**config.mk**
```make
export PLATFORM = sky130hd
export DESIGN_NAME = ps2_key_decoder
export DESIGN_NICKNAME = d
export VERILOG_FILES = /design/src/rtl/ps2_key_pkg.sv /design/src/rtl/ps2_code_lookup.sv /design/src/rtl/ps2_key_decoder.sv
export SDC_FILE = /design/constraint.sdc
export NUM_CORES = 1
export LEC_CHECK = 0
export CAP_MARGIN = 20
export CORE_MARGIN = 10
export CORE_UTILIZATION = 50
export DETAILED_ROUTE_END_ITERATION = 16
export HOLD_SLACK_MARGIN = 0.02
export MAX_ROUTING_LAYER = met4
export PLACE_DENSITY = 0.85
export SYNTH_ARGS = -nofsm -noshare
export SYNTH_HDL_FRONTEND = slang
export SYNTH_HIERARCHICAL = 1
export SYNTH_SLANG_ARGS = --single-unit
```
**constraint.sdc**
```tcl
create_clock -name clk -period 1.8 [get_ports clk]
set_input_delay 0.27 -clock clk [delete_from_list [all_inputs] [get_ports clk]]
set_output_delay 0.27 -clock clk [all_outputs]
set_load 0.1 [all_outputs]
```
**src/rtl/ps2_key_pkg.sv**
```systemverilog
// Shared constants for the PS/2 set-2 key decoder: scan codes, key indices,
// FSM state encoding and the per-byte key action type.
package ps2_key_pkg;

  localparam int NUM_KEYS = 6;

  // Prefix bytes
  localparam logic [7:0] SC_EXT        = 8'hE0;
  localparam logic [7:0] SC_BRK        = 8'hF0;

  // Plain (non-extended) key codes
  localparam logic [7:0] SC_LEFT       = 8'h1C;
  localparam logic [7:0] SC_RIGHT      = 8'h23;
  localparam logic [7:0] SC_UP         = 8'h1D;
  localparam logic [7:0] SC_DOWN       = 8'h1B;
  localparam logic [7:0] SC_GAME_RESET = 8'h2D;
  localparam logic [7:0] SC_ENTER      = 8'h5A;

  // E0-extended key codes
  localparam logic [7:0] SC_X_LEFT     = 8'h6B;
  localparam logic [7:0] SC_X_RIGHT    = 8'h74;
  localparam logic [7:0] SC_X_UP       = 8'h75;
  localparam logic [7:0] SC_X_DOWN     = 8'h72;
  localparam logic [7:0] SC_X_ENTER    = 8'h5A;

  // Keyboard housekeeping bytes that carry no key information
  localparam logic [7:0] SC_BAT_OK     = 8'hAA;
  localparam logic [7:0] SC_ACK        = 8'hFA;
  localparam logic [7:0] SC_ECHO       = 8'hEE;
  localparam logic [7:0] SC_PAUSE      = 8'hE1;

  // Key indices into key_held / key_press / key_release
  localparam logic [2:0] KEY_LEFT       = 3'd0;
  localparam logic [2:0] KEY_RIGHT      = 3'd1;
  localparam logic [2:0] KEY_UP         = 3'd2;
  localparam logic [2:0] KEY_DOWN       = 3'd3;
  localparam logic [2:0] KEY_GAME_RESET = 3'd4;
  localparam logic [2:0] KEY_ENTER      = 3'd5;

  // Prefix FSM encoding
  localparam logic [1:0] ST_IDLE    = 2'd0;
  localparam logic [1:0] ST_EXT     = 2'd1;
  localparam logic [1:0] ST_BRK     = 2'd2;
  localparam logic [1:0] ST_EXT_BRK = 2'd3;

  // What a completed byte sequence does to the key state
  typedef enum logic [1:0] {
    ACT_NONE,
    ACT_MAKE,
    ACT_BREAK
  } key_action_e;

  // Bytes the keyboard sends outside of key sequences; dropped when idle
  function automatic logic is_ignored_code(input logic [7:0] code);
    return (code == SC_BAT_OK) || (code == SC_ACK) ||
           (code == SC_ECHO)   || (code == SC_PAUSE);
  endfunction

endpackage

```
**src/rtl/ps2_code_lookup.sv**
```systemverilog
// Combinational key map: {extended flag, scan code} -> {hit, key index}.
// Keeps every key-code literal in one place so the decoder FSM never sees them.
module ps2_code_lookup
  import ps2_key_pkg::*;
(
  input  logic       i_ext,
  input  logic [7:0] i_code,
  output logic       o_hit,
  output logic [2:0] o_idx
);

  // Map the code to a key index; anything not listed is a miss
  always_comb begin
    // NOTE: every output gets a default before the case so no path leaves it
    // unassigned, which would otherwise infer a latch.
    o_hit = 1'b0;
    o_idx = '0;
    if (i_ext) begin
      case (i_code)
        SC_X_LEFT:  begin o_hit = 1'b1; o_idx = KEY_LEFT;  end
        SC_X_RIGHT: begin o_hit = 1'b1; o_idx = KEY_RIGHT; end
        SC_X_UP:    begin o_hit = 1'b1; o_idx = KEY_UP;    end
        SC_X_DOWN:  begin o_hit = 1'b1; o_idx = KEY_DOWN;  end
        SC_X_ENTER: begin o_hit = 1'b1; o_idx = KEY_ENTER; end
        default:    ;
      endcase
    end else begin
      case (i_code)
        SC_LEFT:       begin o_hit = 1'b1; o_idx = KEY_LEFT;       end
        SC_RIGHT:      begin o_hit = 1'b1; o_idx = KEY_RIGHT;      end
        SC_UP:         begin o_hit = 1'b1; o_idx = KEY_UP;         end
        SC_DOWN:       begin o_hit = 1'b1; o_idx = KEY_DOWN;       end
        SC_GAME_RESET: begin o_hit = 1'b1; o_idx = KEY_GAME_RESET; end
        SC_ENTER:      begin o_hit = 1'b1; o_idx = KEY_ENTER;      end
        default:       ;
      endcase
    end
  end

endmodule

```
**src/rtl/ps2_key_decoder.sv**
```systemverilog
// PS/2 set-2 key decoder: resolves E0/F0 prefixes, tracks held state for the
// game keys, emits press/release pulses with typematic repeats filtered, and
// recovers from truncated prefix sequences with a watchdog.
module ps2_key_decoder
  import ps2_key_pkg::*;
#(
  parameter int TIMEOUT_CYCLES = 2000000
) (
  input  logic                clk,
  input  logic                reset,
  input  logic                scan_done_tick,
  input  logic [7:0]          scan_code,
  input  logic                clear,
  output logic [NUM_KEYS-1:0] key_held,
  output logic [NUM_KEYS-1:0] key_press,
  output logic [NUM_KEYS-1:0] key_release,
  output logic                proto_err
);

  localparam int              CNT_W    = (TIMEOUT_CYCLES > 1) ? $clog2(TIMEOUT_CYCLES) : 1;
  localparam logic [CNT_W-1:0] CNT_LAST = CNT_W'(TIMEOUT_CYCLES - 1);

  logic [1:0]          r_state;
  logic [CNT_W-1:0]    r_cnt;
  logic [NUM_KEYS-1:0] r_held;
  logic [NUM_KEYS-1:0] r_press;
  logic [NUM_KEYS-1:0] r_release;
  logic                r_err;

  logic [1:0]          w_next_state;
  key_action_e         w_action;
  logic                w_ext;
  logic                w_prefix_err;
  logic                w_timeout;
  logic                w_hit;
  logic [2:0]          w_idx;
  logic [NUM_KEYS-1:0] w_onehot;

  ps2_code_lookup u_lookup (
    .i_ext  (w_ext),
    .i_code (scan_code),
    .o_hit  (w_hit),
    .o_idx  (w_idx)
  );

  // Prefix decode: next state and key action for the byte on scan_code
  always_comb begin
    w_next_state = r_state;
    w_action     = ACT_NONE;
    w_ext        = 1'b0;
    w_prefix_err = 1'b0;
    case (r_state)
      ST_IDLE: begin
        if (scan_code == SC_EXT)           w_next_state = ST_EXT;
        else if (scan_code == SC_BRK)      w_next_state = ST_BRK;
        else if (!is_ignored_code(scan_code)) w_action  = ACT_MAKE;
      end
      ST_EXT: begin
        if (scan_code == SC_BRK) begin
          w_next_state = ST_EXT_BRK;
        end else if (scan_code == SC_EXT) begin
          w_next_state = ST_EXT;
          w_prefix_err = 1'b1;
        end else begin
          w_next_state = ST_IDLE;
          w_action     = ACT_MAKE;
          w_ext        = 1'b1;
        end
      end
      ST_BRK: begin
        if (scan_code == SC_EXT) begin
          w_next_state = ST_EXT;
          w_prefix_err = 1'b1;
        end else if (scan_code == SC_BRK) begin
          w_next_state = ST_BRK;
          w_prefix_err = 1'b1;
        end else begin
          w_next_state = ST_IDLE;
          w_action     = ACT_BREAK;
        end
      end
      default: begin  // ST_EXT_BRK: a stray prefix restarts from the idle rule
        if (scan_code == SC_EXT) begin
          w_next_state = ST_EXT;
          w_prefix_err = 1'b1;
        end else if (scan_code == SC_BRK) begin
          w_next_state = ST_BRK;
          w_prefix_err = 1'b1;
        end else begin
          w_next_state = ST_IDLE;
          w_action     = ACT_BREAK;
          w_ext        = 1'b1;
        end
      end
    endcase
  end

  // Expand the looked-up key index into a one-hot key mask
  always_comb begin
    w_onehot = '0;
    for (int i = 0; i < NUM_KEYS; i++) begin
      w_onehot[i] = w_hit && (w_idx == 3'(i));
    end
  end

  // A tick arriving on the expiry cycle wins over the watchdog
  assign w_timeout = !scan_done_tick && (r_state != ST_IDLE) && (r_cnt == CNT_LAST);

  // Prefix FSM, watchdog counter and protocol-error pulse
  always_ff @(posedge clk or negedge reset) begin
    if (!reset) begin
      r_state <= ST_IDLE;
      r_cnt   <= '0;
      r_err   <= 1'b0;
    end else begin
      // NOTE: state registers use non-blocking assignments so every register
      // samples the pre-edge values regardless of statement order.
      r_err <= 1'b0;
      if (clear) begin
        r_state <= ST_IDLE;
        r_cnt   <= '0;
      end else if (scan_done_tick) begin
        r_state <= w_next_state;
        r_cnt   <= '0;
        r_err   <= w_prefix_err;
      end else if (w_timeout) begin
        r_state <= ST_IDLE;
        r_cnt   <= '0;
        r_err   <= 1'b1;
      end else if (r_state != ST_IDLE) begin
        r_cnt <= r_cnt + 1'b1;
      end
    end
  end

  // Held levels plus one-cycle press/release pulses; repeats change nothing
  always_ff @(posedge clk or negedge reset) begin
    if (!reset) begin
      r_held    <= '0;
      r_press   <= '0;
      r_release <= '0;
    end else begin
      r_press   <= '0;
      r_release <= '0;
      if (clear) begin
        r_held <= '0;
      end else if (scan_done_tick) begin
        if (w_action == ACT_MAKE) begin
          r_press <= w_onehot & ~r_held;
          r_held  <= r_held | w_onehot;
        end else if (w_action == ACT_BREAK) begin
          r_release <= w_onehot & r_held;
          r_held    <= r_held & ~w_onehot;
        end
      end
    end
  end

  assign key_held    = r_held;
  assign key_press   = r_press;
  assign key_release = r_release;
  assign proto_err   = r_err;

endmodule

```
==> impl_metrics.env <==
export IMPL_synth_xor_area_frac=0.06296
export IMPL_finalWirelength_mm=8.274
export IMPL_clk_pin_slew_ns=0.08
export IMPL_setup_violations=42
export IMPL_cap_violations=0
export IMPL_grtUsageTotal=0.1810
export IMPL_skew_ns=0.005656
export IMPL_layout_drive_gt1_share=0.4249
export IMPL_rr_worst_depth=8
export IMPL_ioPinCount=31
export IMPL_antennaDiodeCount=0
export IMPL_final_setup_tns_ns=-11.69
export IMPL_post_route_period_util=1.334
export IMPL_multi_input_area_um2=1531
export IMPL_finalHoldViolations=0
export IMPL_synthMuxAreaShare=0.008995
export IMPL_p_per_area_nw_per_um2=530.4
export IMPL_nets=358
export IMPL_reg2reg_to="key_press[2]"
export IMPL_clkSinkCount=42
export IMPL_die_h_um=88.77
export IMPL_root_buffer="clkbuf_8"
export IMPL_whs_ns=0.4789
export IMPL_synthFlopType="dfrtp_1"
export IMPL_path_class="in -> reg"
export IMPL_leakagePower_nw=1.516
export IMPL_rows=24
export IMPL_drt_wirelength_per_cell_um=20.79
export IMPL_grt_pass1_wl_mm=10.98
export IMPL_synth_cells=252
export IMPL_reg2reg_from="r_state[0]"
export IMPL_r2r_setup_slack_ns=-0.23
export IMPL_grt_pass1_vias=2344
export IMPL_yosys_area_share_simple=0.3323
export IMPL_place_ws_ns=-1.132
export IMPL_yosysSeqAreaShare=0.4444
export IMPL_post_dp_cell_area_um2=3142
export IMPL_cp_arrival_ns=2.59
export IMPL_fmax_mhz=416.5
export IMPL_dr_first_iter_drc_count=408
export IMPL_worst_ir_drop_vdd_mv=0.2975
export IMPL_clockBufferDepth=2
export IMPL_synth_nets=265
export IMPL_port_buffers=30
export IMPL_coreArea_um2=4474
export IMPL_vias_per_cell=6.470
export IMPL_fill_cells=236
export IMPL_drtPass1Iterations=6
export IMPL_grt_start_max_net_pins=24
export IMPL_critPathMaxFanout=5
export IMPL_areaGrowthSynthToFinish_pct=52.49
export IMPL_synth_compound_area_share=0.1148
export IMPL_ys_warn_count=6
export IMPL_insertion_delay_ns=0.30
export IMPL_stdcell_area_um2=3606
export IMPL_relSlewSlack=0.6526
export IMPL_holdCritPathClass="in -> async"
export IMPL_gp_congestion=0.9328
export IMPL_tritoncts="yes"
export IMPL_status="finished with violations"
export IMPL_worst_pin_slew_ns=0.5211
export IMPL_h_tree_depth=2
export IMPL_async_reset_ff_frac=1.000
export IMPL_synthesis_area_um2=2365
export IMPL_cp_start_kind="input pin"
export IMPL_ys_ff_latch=42
export IMPL_synth_edf_count=0
export IMPL_rsz0062_at_grt="yes"
export IMPL_grt_antenna_before_repair=0
export IMPL_dp_final_hpwl_mm=4.812
export IMPL_dr_total_vias=2575
export IMPL_numCtsBuffers=5
export IMPL_slew_violations=0
export IMPL_drc=0
export IMPL_setup_slack_ns=-0.6009
export IMPL_synthAdderAreaFrac=0.005291
export IMPL_layout_min_cycle_time_ns=2.401
export IMPL_end_kind="flip-flop"
export IMPL_initial_core_util=0.5285
export IMPL_post_route_util=0.8059
export IMPL_die_area_um2=7880
export IMPL_die_x_um=88.77
export IMPL_required_ns=1.98
export IMPL_synth_cell_types=58
export IMPL_grt_overflow=0
export IMPL_violations="setup timing"
export IMPL_synth_top_family_by_area="simple AND/OR/NAND/NOR gates"
export IMPL_seq_area_um2=1051
export IMPL_antenna_left=0
export IMPL_synth_avg_cell_area_um2=9.384
sequential cells by signal (all words and copies together) (netlist names):
signal	cells
r_state	2
key_release	6
key_held	6
proto_err	1
key_press	6
r_cnt	21
layout by cell type (no fill, tap or decap), types with 6 or more instances in the layout:
cell type	synthesis	routed
buf_4	0	66
dfrtp_1	42	42
nor2_1	34	21
nand2_1	21	18
xor2_1	9	9
nand3_1	12	9
inv_1	8	8
nand4_1	8	8
xnor2_1	8	8
buf_12	0	8
nor2_2	0	7
buf_6	1	7
nor2_4	0	6
nor2b_1	8	6
worst max-delay path by stage:
stage / from / end / cells past startpoint
after global placement: scan_code[3] / key_held[2] / 10
after CTS: scan_code[2] / key_held[4] / 9
after global routing: scan_code[2] / key_held[4] / 9
after detailed placement: scan_code[3] / key_held[4] / 9
after floorplan: scan_code[1] / key_held[2] / 9
final: scan_code[2] / key_held[4] / 9
per-layer routing:
layer | vias to the layer above | global-route usage | routed length (um)
li1 | 1111 | - | -
met5 | - | - | 0
met2 | 191 | 0.2965 | 4044
met3 | 47 | 0.03952 | 700
met4 | 0 | 0.07342 | 336
met1 | 1226 | 0.2105 | 3193
layout make-up:
| type | instances | share of cell area |
|---|---|---|
| clock buffer | 7 | 0.02117 |
| clock inverter | 1 | 0.008328 |
| inverter | 8 | 0.008328 |
| multi-input combinational | 197 | 0.4247 |
| sequential | 42 | 0.2915 |
| tap | 52 | 0.01804 |
| timing repair buffer | 91 | 0.2280 |
where the power goes:
group | internal [W] | switching [W]
Clock | 0.000415 | 0.000321
Sequential | 0.000943 | 0.000000808
Combinational | 0.000104 | 0.000128
synth_stat cells (3+ instances only):
master	instances	area, um2
nor3b_1	4	30.03
o32ai_1	4	35.03
nor2_1	34	127.6
nor2b_1	8	50.05
nor4_1	8	50.05
o21ai_0	9	45.04
inv_1	8	30.03
a21oi_1	6	30.03
nand2_1	21	78.83
and3_1	3	18.77
xor2_1	9	78.83
a31oi_1	3	18.77
nand3_1	12	60.06
buf_2	3	15.01
nand4_1	8	50.05
dfrtp_1	42	1051
nand3b_1	4	30.03
nor3_1	7	35.03
xnor2_1	8	70.07
logic make-up after synthesis:
logic type	count (synthesis)
AOI/OAI and AO/OA	39
xor gates and xnor gates	17
buffers and inverters	14
and+or+nand+nor	137
adders and majority gates	1
DFF	42
muxes	2
per-stage QoR:
step	instances	power (W)
finish	398	0.001913
global route	398	0.001959
CTS	391	0.001875
detailed placement	376	0.001158
global placement	376	0.001154
floorplan	252	0.001034
critical path: stages:
cell and delay, ns:
buf_6 0.09, or4b_4 0.53, or3_4 0.34, and2_4 0.19, or3_4 0.39, o2bb2ai_4 0.20
nand3b_1 0.21, nor2_1 0.09, o32ai_1 0.28
repair_timing:
item                       4_1_cts  5_1_grt
pin swaps                       14       22
buffers inserted                 6        6
hold endpoints to repair        19        0
hold buffers                     1        0
cloned                           0        1
resized for setup               32       50
setup endpoints to repair       41       39
No activity file was read; power rests on OpenSTA's default activity.
